<file path="config.mk">
export PLATFORM = sky130hd
export DESIGN_NAME = ring_fifo
export DESIGN_NICKNAME = d
export VERILOG_FILES = /design/src/rtl/ring_pkg.sv /design/src/rtl/ring_ptr.sv /design/src/rtl/ring_fifo.sv
export SDC_FILE = /design/constraint.sdc
export NUM_CORES = 1
export LEC_CHECK = 0
export CAP_MARGIN = 30
export CORE_MARGIN = 2
export CORE_UTILIZATION = 25
export DETAILED_ROUTE_END_ITERATION = 8
export DONT_BUFFER_PORTS = 1
export MAX_ROUTING_LAYER = met4
export PLACE_DENSITY = 0.42
export SYNTH_ARGS = -nofsm -noshare
export SYNTH_HDL_FRONTEND = slang
export SYNTH_SLANG_ARGS = --single-unit
</file>
<file path="constraint.sdc">
create_clock -name clk -period 2.7 [get_ports clk]
set_clock_uncertainty 0.05 [all_clocks]
set_input_delay 0.54 -clock clk [delete_from_list [all_inputs] [get_ports clk]]
set_output_delay 0.54 -clock clk [all_outputs]
set_load 0.01 [all_outputs]
</file>
<file path="src/rtl/ring_pkg.sv">
// Shared sizing helpers and small enums for the ring FIFO pointer/level logic.
// Pure package: no storage, no latency.
// Backpressure handling lives in ring_fifo; nothing here affects flow control.
package ring_pkg;

  // Pointer width: enough bits to index DEPTH entries.
  // At least one bit, so that the degenerate clog2 case still yields a legal vector.
  function automatic int ptr_w(input int depth);
    int w;
    w = $clog2(depth);
    return (w < 1) ? 1 : w;
  endfunction

  // Level width: must represent 0..DEPTH inclusive, hence the extra bit.
  function automatic int lvl_w(input int depth);
    return $clog2(depth) + 1;
  endfunction

  // Occupancy change applied by the level counter in one cycle.
  typedef enum logic [1:0] {
    LVL_HOLD = 2'd0,  // no handshake, or push and pop together
    LVL_INC  = 2'd1,  // push only
    LVL_DEC  = 2'd2   // pop only
  } lvl_op_e;

endpackage

</file>
<file path="src/rtl/ring_ptr.sv">
// Increment-only modulo-DEPTH pointer for one end of the ring FIFO.
// Latency: ptr updates on the clk edge where adv is sampled high.
// Backpressure: none; the caller qualifies adv with its own handshake.
//
// Ports:
//   clk   - clock
//   rst_n - synchronous reset, active high (asserted = 1); ptr -> 0
//   clr   - synchronous clear, below reset and above adv; ptr -> 0
//   adv   - advance by one; DEPTH-1 wraps to 0
//   ptr   - current pointer value, 0..DEPTH-1
module ring_ptr
  import ring_pkg::*;
#(
  parameter int DEPTH = 8
) (
  input  logic                     clk,
  input  logic                     rst_n,
  input  logic                     clr,
  input  logic                     adv,
  output logic [ptr_w(DEPTH)-1:0]  ptr
);

  localparam int PW = ptr_w(DEPTH);
  // Explicit wrap compare, so DEPTH need not be a power of two.
  localparam logic [PW-1:0] PTR_LAST = PW'(DEPTH - 1);

  always_ff @(posedge clk) begin
    if (rst_n) begin
      ptr <= '0;
    end else if (clr) begin
      ptr <= '0;
    end else if (adv) begin
      if (ptr == PTR_LAST) begin
        ptr <= '0;
      end else begin
        ptr <= ptr + PW'(1);
      end
    end
  end

endmodule

</file>
<file path="src/rtl/ring_fifo.sv">
// Circular FIFO with valid/ready on both ends and first-word fall-through reads.
// Latency: a write accepted at edge N shows up on rd_data with rd_valid in cycle N+1.
// Backpressure: wr_ready = !full and rd_valid = !empty, both decoded from the registered level only.
//
// Ports:
//   clk      - clock; every state update happens on its rising edge
//   rst_n    - synchronous reset, active high (asserted = 1); clears pointers and level
//   flush    - synchronous clear of pointers and level; storage is not touched
//   wr_valid - producer offers wr_data
//   wr_ready - FIFO can accept a write this cycle
//   wr_data  - write data
//   rd_valid - rd_data holds the head entry
//   rd_ready - consumer takes the head entry this cycle
//   rd_data  - head entry; meaningless while rd_valid = 0
//   level    - occupancy, 0..DEPTH
//   full     - level == DEPTH
//   empty    - level == 0
module ring_fifo
  import ring_pkg::*;
#(
  parameter int DEPTH  = 8,
  parameter int DATA_W = 8
) (
  input  logic                     clk,
  input  logic                     rst_n,
  input  logic                     flush,
  input  logic                     wr_valid,
  output logic                     wr_ready,
  input  logic [DATA_W-1:0]        wr_data,
  output logic                     rd_valid,
  input  logic                     rd_ready,
  output logic [DATA_W-1:0]        rd_data,
  output logic [lvl_w(DEPTH)-1:0]  level,
  output logic                     full,
  output logic                     empty
);

  localparam int PW = ptr_w(DEPTH);
  localparam int LW = lvl_w(DEPTH);
  localparam logic [LW-1:0] LVL_MAX = LW'(DEPTH);

  logic [DATA_W-1:0] mem [DEPTH];
  logic [PW-1:0]     wr_ptr;
  logic [PW-1:0]     rd_ptr;

  logic    push;
  logic    pop;
  logic    clr;
  logic    wr_en;
  lvl_op_e lvl_op;

  // Flags come straight from the level register, which keeps rd_ready off
  // the wr_ready path and wr_valid off the rd_valid path.
  assign full     = (level == LVL_MAX);
  assign empty    = (level == '0);
  assign wr_ready = !full;
  assign rd_valid = !empty;

  assign push = wr_valid && wr_ready;
  assign pop  = rd_valid && rd_ready;
  assign clr  = flush;

  // A handshake that coincides with reset or flush is dropped, so the
  // write into storage is suppressed as well.
  assign wr_en = push && !rst_n && !flush;

  ring_ptr #(
    .DEPTH (DEPTH)
  ) u_wr_ptr (
    .clk   (clk),
    .rst_n (rst_n),
    .clr   (clr),
    .adv   (push),
    .ptr   (wr_ptr)
  );

  ring_ptr #(
    .DEPTH (DEPTH)
  ) u_rd_ptr (
    .clk   (clk),
    .rst_n (rst_n),
    .clr   (clr),
    .adv   (pop),
    .ptr   (rd_ptr)
  );

  // Storage is never reset; only the pointers/level say what is valid.
  always_ff @(posedge clk) begin
    if (wr_en) begin
      mem[wr_ptr] <= wr_data;
    end
  end

  // Fall-through read: the head entry is presented combinationally.
  assign rd_data = mem[rd_ptr];

  always_comb begin
    lvl_op = LVL_HOLD;
    if (push && !pop) begin
      lvl_op = LVL_INC;
    end else if (pop && !push) begin
      lvl_op = LVL_DEC;
    end
  end

  always_ff @(posedge clk) begin
    if (rst_n) begin
      level <= '0;
    end else if (flush) begin
      level <= '0;
    end else begin
      case (lvl_op)
        LVL_INC: level <= level + LW'(1);
        LVL_DEC: level <= level - LW'(1);
        default: level <= level;
      endcase
    end
  end

endmodule
</file>
==> results.toml <==
[clock_tree]
post-cts-setup-buffers = 0
clock_net_sink_count = 77
clock-root-buffer = "clkbuf_16"
worst_skew_pair_later_pin_latency_ns = 0.32
cts_tree = "built"
cts.reportedPaths.clkPinSlew_ns = 0.06
cts_hold_buf = 0
ctsResizeCount = 0
cts_inserted_buffers = 9
htree_levels = 3
maximum_root_to_sink_buffer_count = 2

[job]
timing.max_cap.violations = 0

[yosys]
synth_edf_count = 64
postSynthRegisterBits = 77
mappedNetlistArea_um2 = 3171
synth-seq-area-share_pct = 68.82
yosys_warnings = 0
ys.flop_type = "edfxtp_1"
asyncSetResetFlopFracSynth_pct = 0
postSynthCellCount = 178
synth_top_area_cells = "edfxtp_1 (61%), mux4_1 (12%), dfxtp_1 (8.2%)"
synthDominantAreaCellType = "edfxtp_1"
synth.top_cell.area_share_pct = 60.62
synth.lib_cells_used.distinct = 33
syn_nets = 199
post_synth.cell_area_avg_um2 = 17.81

[finish]
n_antenna_cell = 0
layout.cells.most_common = "edfxtp_1"
layout.nets = 211
n_fill_cell = 1259
fin_area_um2 = 3685
finalNonFillerCells = 366
highest_count_cells_in_the_layout_ignoring_fill_and_taps = "edfxtp_1 (64), mux4_1 (15), nor2_1 (13), dfxtp_1 (13)"
area_growth_pct = 16.22
ratio_of_cells_with_drive_above_1_in_the_final_layout_pct = 18.56

[die]
die_area_um2 = 13600
initial_core_util_pct = 25.33
core_um2 = 12520
io-pin-count = 29
fp.dieW_um = 116.6
fp-row-count = 41
die-height_um = 116.6

[worst_setup_path]
worst-setup-path-type = "reg2reg"
cp_data_required_time_ns = 2.86
crit-reg2reg-launch = "level[0]"
ff2ff_path_depth = 9
critPathLaunchType = "flop"
crit_chain = "or4_1 > nand2_2 > inv_1 > ha_1 > ha_1 > nand3_1 > and4b_1 > o21ai_0 > o31ai_1"
critPathArrivalTime_ns = 2.61
crit_path_max_fanout = 6
timing.critical_path.max_delay_family = "simple AND/OR/NAND/NOR gates"
critPathMostFrequentCell = "ha_1"
worst_path_max_delay_cell = "or4_1"
worst-path-stages = 9
end_kind = "flop"
crit_path_largest_cell_delay_ns = 0.59
timing.critical_path.from = "level[0]"
critical_path.n_buffers_inverters = 1

[sta]
hold_slack_ns = 0.2538
achievable_frequency_ghz = 0.4081
period_share_pct = 90.75
max_slew_violations = 0
period_minus_slack_ns = 2.450
setup_ws_ns = 0.2498
max_slew.worst_pin.slew_ns = 0.9207
worst_slew_margin_rel_pct = 38.40
setup_repair_after_global_routing_missed_its_margin = "no"
fin_tns_setup_ns = 0
finalSetupViolCount = 0
final_hold_viol_count = 0

[global_routing]
grt_max_degree = 17
number_of_global_route_vias_before_repair = 1574
first_pass_grt_wire_length_mm = 9.094
grt.overflow.total = 0
number_of_antenna_violations_at_the_first_check_in_global_routing = 0
global_route.usage.total_pct = 9.926

[routing]
routed_wirelength_normalized_by_instance_count_um = 16.22
drt_drc_violations_left = 0
wirelength_mm = 5.935
drt_pass1_iterations = 4
route.detailed.vias_per_inst = 4.194
initialDrtViolationCount = 90
routed-via-count = 1535
detail-route-antenna-nets = 0

[placed_design]
portbufs = 0
place_area_um2 = 3403
placedCellCount = 351
detailedPlace.worstSlack_ns = 0.2410
finalWeightedCongestion = 0.6799
hpwlAfterDp_mm = 3.649

[power_and_ir_drop]
peakVddDrop_mv = 0.2360
p_per_area_nw_per_um2 = 679.4
pleak_nw = 1.215

[min_path]
hp_class = "in2reg"
min_delay_path_depth = 0
timing.hold.worst.start = "wr_data[6]"

[status]
run_status = "completed"
-- stage by stage --
stage	utilization, %	total power [W]
floorplan	-	0.001382
global placement	27.10	0.001396
detailed placement	27.19	0.001397
CTS	29.44	0.002541
global route	29.44	0.002597
finish	29.44	0.002503
-- kinds of logic (layout without fill, tap and decap cells) --
kind of cell / Yosys count / in the layout / share of synthesized area [%]
xor+xnor: 2 / 2 / 0.5526
mux: 24 / 24 / 15.98
flops: 77 / 77 / 68.82
buf+inv: 15 / 31 / 2.644
fa+ha+maj: 8 / 8 / 3.394
simple gates: 40 / 40 / 6.551
compound gates: 12 / 12 / 2.052
-- worst reg2reg max path, delay by kind of cell (launching register included) --
family                   cells  cell delay (ns)
flip-flops                   1             0.38
AO/OA/AOI/OAI                2             0.24
adder cells (fa/ha/maj)      2             0.57
buffers and inverters        1             0.05
AND/OR/NAND/NOR              4             1.05
-- cells in the mapped netlist, drive strengths merged (2+ instances only) --
library cell	instances
edfxtp	64
mux4	16
dfxtp	13
nor2	13
nand2	10
a21oi	9
mux2	8
ha	7
buf	6
inv	6
nand3	5
clkbuf	3
or3	3
nand2b	2
nor3	2
xor2	2
-- final timing paths --
kind,endpoint,slack [ns]
setup reg to reg,level[3],0.25
hold reg to reg,u_rd_ptr.ptr[1],0.44
setup / recovery,level[3],0.25
hold / removal,mem[4][6],0.25
-- where the power goes --
group          switching (W)  leakage [nW]  internal, W
logic              0.0000381         0.394    0.0000301
clock network       0.000429         0.140     0.000705
registers         0.00000664         0.682      0.00129
-- layout make-up --
type                            count  area (um2)  share of cell area [%]
Sequential cell                    77        2182                   59.22
Multi-Input combinational cell     86       904.6                   24.55
Clock buffer                       10       229.0                   6.214
Tap cell                          172       215.2                   5.840
Timing Repair Buffer               10       78.83                   2.139
Clock inverter                      5       52.55                   1.426
Inverter                            6       22.52                  0.6112
-- registers in the layout, summed over array words and instances (netlist names), named ones only --
name / count
level: 4
mem: 64
u_rd_ptr.ptr: 3
u_wr_ptr.ptr: 3
-- per-layer routing --
layer  vias to the layer above  track usage (%)  part of all wire, %
met4                         0            4.706                  1.7
met5                         -                -                    0
met3                         8            3.269                  4.4
met2                        41            14.46                   46
li1                        723                -                    -
met1                       763            12.50                   48
Note: power is estimated with default switching activity, not from simulation.
